`config.mk`:
```
export PLATFORM = sky130hd
export DESIGN_NAME = data_access
export DESIGN_NICKNAME = d
export VERILOG_FILES = /design/src/rtl/data_access_pkg.sv /design/src/rtl/data_access_load_ext.sv /design/src/rtl/data_access.sv
export SDC_FILE = /design/constraint.sdc
export NUM_CORES = 1
export LEC_CHECK = 0
export ABC_CLOCK_PERIOD_IN_PS = 3220
export BUFFER_PORTS_ARGS = -buffer_cell sky130_fd_sc_hd__buf_2
export CAP_MARGIN = 20
export CORE_AREA = 2 2 109 111
export DETAILED_ROUTE_END_ITERATION = 10
export DIE_AREA = 0 0 111 113
export GPL_TIMING_DRIVEN = 0
export PLACE_DENSITY = 0.87
export SYNTH_ARGS = -nofsm -noshare
export SYNTH_HDL_FRONTEND = slang
export SYNTH_SLANG_ARGS = --single-unit
```
`constraint.sdc`:
```
create_clock -name clk -period 3.22 [get_ports clk]
set_input_delay 0.322 -clock clk [delete_from_list [all_inputs] [get_ports clk]]
set_output_delay 0.322 -clock clk [all_outputs]
set_load 0.01 [all_outputs]
```
`src/rtl/data_access_pkg.sv`:
```
// Shared types and constants for the memory-stage data-bus controller.
package data_access_pkg;

  typedef enum logic [2:0] {
    StIdle,
    StReq,
    StWait,
    StDone,
    StDrain
  } dacc_state_t;

  localparam logic [1:0] SIZE_BYTE = 2'd0;
  localparam logic [1:0] SIZE_HALF = 2'd1;
  localparam logic [1:0] SIZE_WORD = 2'd2;

endpackage

```
`src/rtl/data_access_load_ext.sv`:
```
// Load lane select and sign/zero extension of a bus read word.
module data_access_load_ext
  import data_access_pkg::*;
(
  input  logic [31:0] i_rdata,
  input  logic [1:0]  i_addr,
  input  logic [1:0]  i_size,
  input  logic        i_sign,
  output logic [31:0] o_result
);

  logic [7:0]  w_byte;
  logic [15:0] w_half;

  always_comb begin
    w_byte   = i_rdata[{i_addr, 3'b000} +: 8];
    w_half   = i_rdata[{i_addr[1], 4'b0000} +: 16];
    o_result = i_rdata;
    case (i_size)
      SIZE_BYTE: o_result = {{24{i_sign & w_byte[7]}}, w_byte};
      SIZE_HALF: o_result = {{16{i_sign & w_half[15]}}, w_half};
      default:   o_result = i_rdata;
    endcase
  end

endmodule

```
`src/rtl/data_access.sv`:
```
// Memory-stage load/store controller: drives the SRAM-like data bus, stalls the
// pipeline until the access completes and returns the extended load result.
module data_access
  import data_access_pkg::*;
(
  input  logic        clk,
  input  logic        rst,
  input  logic        req_valid,
  input  logic        req_we,
  input  logic [1:0]  req_size,
  input  logic        req_sign,
  input  logic [31:0] req_addr,
  input  logic [31:0] req_wdata,
  input  logic        req_kill,
  input  logic        pipe_advance,
  output logic        data_req,
  output logic        data_wr,
  output logic [1:0]  data_size,
  output logic [31:0] data_addr,
  output logic [31:0] data_wdata,
  input  logic        data_addr_ok,
  input  logic        data_ok,
  input  logic [31:0] data_rdata,
  output logic        stall_reqM,
  output logic [31:0] load_result,
  output logic        result_valid
);

  dacc_state_t r_state, w_state_next;

  logic        r_we;
  logic [1:0]  r_size;
  logic        r_sign;
  logic [31:0] r_addr;
  logic [31:0] r_wdata;
  logic [31:0] r_result;

  logic        w_capture;
  logic        w_load_result;
  logic [31:0] w_wdata_rep;
  logic [31:0] w_ext;

  always_comb begin
    case (req_size)
      SIZE_BYTE: w_wdata_rep = {4{req_wdata[7:0]}};
      SIZE_HALF: w_wdata_rep = {2{req_wdata[15:0]}};
      default:   w_wdata_rep = req_wdata;
    endcase
  end

  data_access_load_ext u_load_ext (
    .i_rdata  (data_rdata),
    .i_addr   (r_addr[1:0]),
    .i_size   (r_size),
    .i_sign   (r_sign),
    .o_result (w_ext)
  );

  always_comb begin
    w_state_next  = r_state;
    w_capture     = 1'b0;
    w_load_result = 1'b0;
    case (r_state)
      StIdle: begin
        if (req_valid && !req_kill) begin
          w_capture    = 1'b1;
          w_state_next = StReq;
        end
      end
      StReq: begin
        if (req_kill)          w_state_next = StIdle;
        else if (data_addr_ok) w_state_next = StWait;
      end
      StWait: begin
        // A kill that coincides with completion just drops the data.
        if (data_ok) begin
          if (req_kill) begin
            w_state_next = StIdle;
          end else begin
            w_load_result = 1'b1;
            w_state_next  = StDone;
          end
        end else if (req_kill) begin
          w_state_next = StDrain;
        end
      end
      StDone: begin
        if (pipe_advance || req_kill) w_state_next = StIdle;
      end
      StDrain: begin
        if (data_ok) w_state_next = StIdle;
      end
      default: w_state_next = StIdle;
    endcase
  end

  always_ff @(posedge clk or posedge rst) begin
    if (rst) begin
      r_state  <= StIdle;
      r_we     <= 1'b0;
      r_size   <= 2'd0;
      r_sign   <= 1'b0;
      r_addr   <= 32'd0;
      r_wdata  <= 32'd0;
      r_result <= 32'd0;
    end else begin
      r_state <= w_state_next;
      if (w_capture) begin
        r_we    <= req_we;
        r_size  <= req_size;
        r_sign  <= req_sign;
        r_addr  <= req_addr;
        r_wdata <= w_wdata_rep;
      end
      if (w_load_result) r_result <= r_we ? 32'd0 : w_ext;
    end
  end

  assign data_req     = (r_state == StReq) && !req_kill;
  assign data_wr      = r_we;
  assign data_size    = r_size;
  assign data_addr    = r_addr;
  assign data_wdata   = r_wdata;
  assign load_result  = r_result;
  assign result_valid = (r_state == StDone);

  assign stall_reqM = ((r_state == StIdle) && req_valid && !req_kill) ||
                      (r_state == StReq) || (r_state == StWait) ||
                      ((r_state == StDrain) && req_valid);

endmodule
```
==> results.cfg <==
[run_status]
outcome = finished, violations left
violations = negative hold slack

[worst_setup_path]
arrival_ns = 2.30
cpMaxStageDelayCell = a221oi_2
worstReg2RegStart = data_size[0]
critPathKind = reg2reg
critPathLaunchType = register
cpPeakStageDelay_ns = 0.59
r2r_setup_slack_ns = 1.15
crit_end = load_result[14]
critPathMaxFanout = 10
startpoint = data_size[0]
reg2reg_to = load_result[14]
reg2reg_depth = 5
cp_data_required_time_ns = 3.45
path_cells = clkbuf_1, nor3b_1, a221oi_2, o21ai_1, a32o_1
end_kind = register

[final_layout]
nFillCells = 934
design_area_um2 = 6330
area_delta_synth_final_pct = 31.9
instances_no_fill = 793
nets = 752
antenna_cells = 0
drive_gt1_share_pct = 46.9

[route]
wirelength_mm = 13.6
drtPass1Iterations = 5
post_drt_wl_per_cell_um = 17.1
ant_nets = 0
drc_errors = 0
via_per_inst = 5.34
num_vias = 4231
first_iter_violations = 219

[yosys]
yosysWarningCount = 0
syn_nets = 534
ys.flop_type = dfrtp_1
synth_mux_area_share_pct = 17.7
syn_area_per_cell_um2 = 11.2
synthAdderAreaFrac_pct = 0
synth_compound_area_share_pct = 12.8
syn_area_um2 = 4800
synth-simple-area-share_pct = 11.5
ys_seq_elements = 103
synth-seq-area-share_pct = 53.7
async_flop_share_pct = 100
synthCells = 427
ys_types = 48
synth-xor-area-share_pct = 0.183
synth_edf_count = 0
synth_top_family_by_area = multiplexers

[min_path]
hold_path_class = in2async

[sta]
skew_ns = 0.0113
tightest_slew_ns = 0.763
holdWs_ns = -0.00713
post-route-period-util_pct = 64.4
maxSlewViolCount = 0
slew-limit-headroom_pct = 49.1
setup_violations = 0
max_freq_ghz = 0.482
period_needed_ns = 2.07
hold_viol = 8
rsz0062_at_grt = no

[clock_tree]
worstSkewPairLatency_ns = 0.34
cts_num_sinks = 103
max-clock-path-buffers = 2
cts.htree.levels = 3
holdBufCountCts = 0
postCtsSetupBuffers = 0
ctsResizeCount = 0
clk_pin_slew_ns = 0.07
cts-root-buf = clkbuf_16
cts_tree = yes
cts_buffers = 9

[power_and_ir_drop]
p_per_area_nw_per_um2 = 901
p_total_mw = 5.70
worst_ir_drop_vdd_mv = 0.458
p_leak_nw = 3.29

[grt]
grt_pass1_vias = 4412
antenna_found_initial = 0
overflow = 0
grt_first_pass_wirelength_mm = 21.7
grt_max_degree = 71
grtUsageTotal_pct = 21.5

[placement]
globalplace.congestion = 0.846
dpl_cell_area_um2 = 6040
port_buffers = 206
dpl.hpwl_mm = 10.4
dp.cells = 777

[floorplanning]
fp.dieArea_um2 = 12500
fp.coreArea_um2 = 11300
ioPinCount = 209
die_x_um = 111
row_count = 39
start_util_pct = 42.6
die_y_um = 113

[flow_run]
cap_violations = 0
[cells by family after synthesis]
logic type | count (synthesis)
xor+xnor | 1
buf+inv | 41
simple gates | 112
flops | 103
mux | 78
compound gates | 92
[Yosys cell counts, drive strengths merged, types with 2 or more instances]
cell type	n	share of area, %
dfrtp	103	54
nand2	53	4.7
mux2	52	12
o21ai	31	3.2
mux2i	26	5.4
nor2	24	2.0
clkbuf	21	1.7
a22oi	16	2.5
a21oi	15	1.6
inv	11	0.86
buf	9	1.5
a221oi	8	1.6
nor3	8	0.83
or2	8	1.0
a32o	7	1.5
a21o	6	0.94
nor2b	4	0.52
nand2b	3	0.39
nor3b	3	0.57
o31ai	3	0.47
nand3	2	0.31
or3	2	0.26
[worst min-delay path by stage]
stage,slack (ns),start,endpoint
after global routing,0.01,rst,data_addr[9]
after detailed placement,0.37,rst,load_result[0]
after floorplan,0.40,req_kill,r_state[1]
final,-0.007,rst,data_addr[9]
after global placement,0.46,data_wdata[15],data_wdata[15]
after CTS,0.0007,rst,load_result[0]
[registers in the layout, summed over array words and instances (netlist names)]
signal / count
data_wdata: 32
load_result: 32
data_addr: 32
data_wr: 1
data_size: 2
r_sign: 1
r_state: 3
[worst max-delay path: cells and delay by family (launching register included)]
| kind | cells | cell delay [ns] |
|---|---|---|
| flops | 1 | 0.44 |
| simple gates | 1 | 0.14 |
| compound gates | 3 | 1.01 |
| buf+inv | 1 | 0.38 |
[routing by layer]
layer / part of all wire [%] / global-route usage, % / vias up
met2: 51 / 38.2 / 173
met5: 0 / 0 / -
met4: 2.6 / 8.92 / 0
li1: - / - / 1947
met1: 40 / 25.2 / 2079
met3: 6.2 / 5.30 / 32
[where the power goes]
group / internal [mW] / total (mW) / switching, mW
clock: 0.609 / 1.09 / 0.485
sequential: 1.89 / 2.26 / 0.370
combinational: 1.10 / 2.35 / 1.25
[area by class of cell]
cell class	instances	area, um^2	area share (%)
sequential	103	2580	40.7
multi-input combinational	283	2030	32.0
timing repair buffer	207	1060	16.7
clock buffer	12	236	3.74
tap	143	179	2.83
buffer	30	154	2.43
clock inverter	4	55.1	0.870
inverter	11	43.8	0.692
[through the flow]
step | setup TNS [ns] | worst slack (ns) | util [%]
floorplan | 0 | 0.194 | -
global placement | -94.75 | -0.928 | 53.3
detailed placement | 0 | 1.16 | 53.6
CTS | 0 | 1.16 | 56.2
global route | 0 | 1.01 | 56.2
finish | 0 | 1.15 | 56.2
[cells in the final DEF (no fill, tap or decap), types with 2 or more instances in the layout]
cell type / netlist / routed
buf_2: 4 / 210
dfrtp_1: 103 / 103
mux2_2: 51 / 51
nand2_1: 43 / 43
o21ai_0: 30 / 30
mux2i_1: 26 / 26
clkbuf_1: 20 / 23
nor2_1: 22 / 22
a22oi_1: 16 / 16
a21oi_1: 15 / 15
nand2_2: 10 / 10
inv_1: 10 / 9
clkbuf_16: 0 / 9
nor3_1: 8 / 8
or2_2: 7 / 7
a221oi_1: 7 / 7
a32o_1: 7 / 7
a21o_1: 6 / 6
nor2b_1: 4 / 4
nand2b_1: 3 / 3
o31ai_1: 3 / 3
buf_6: 2 / 2
or3_1: 2 / 2
nor2_2: 2 / 2
nor3b_1: 2 / 2
Power figures use the tool's default switching activity.
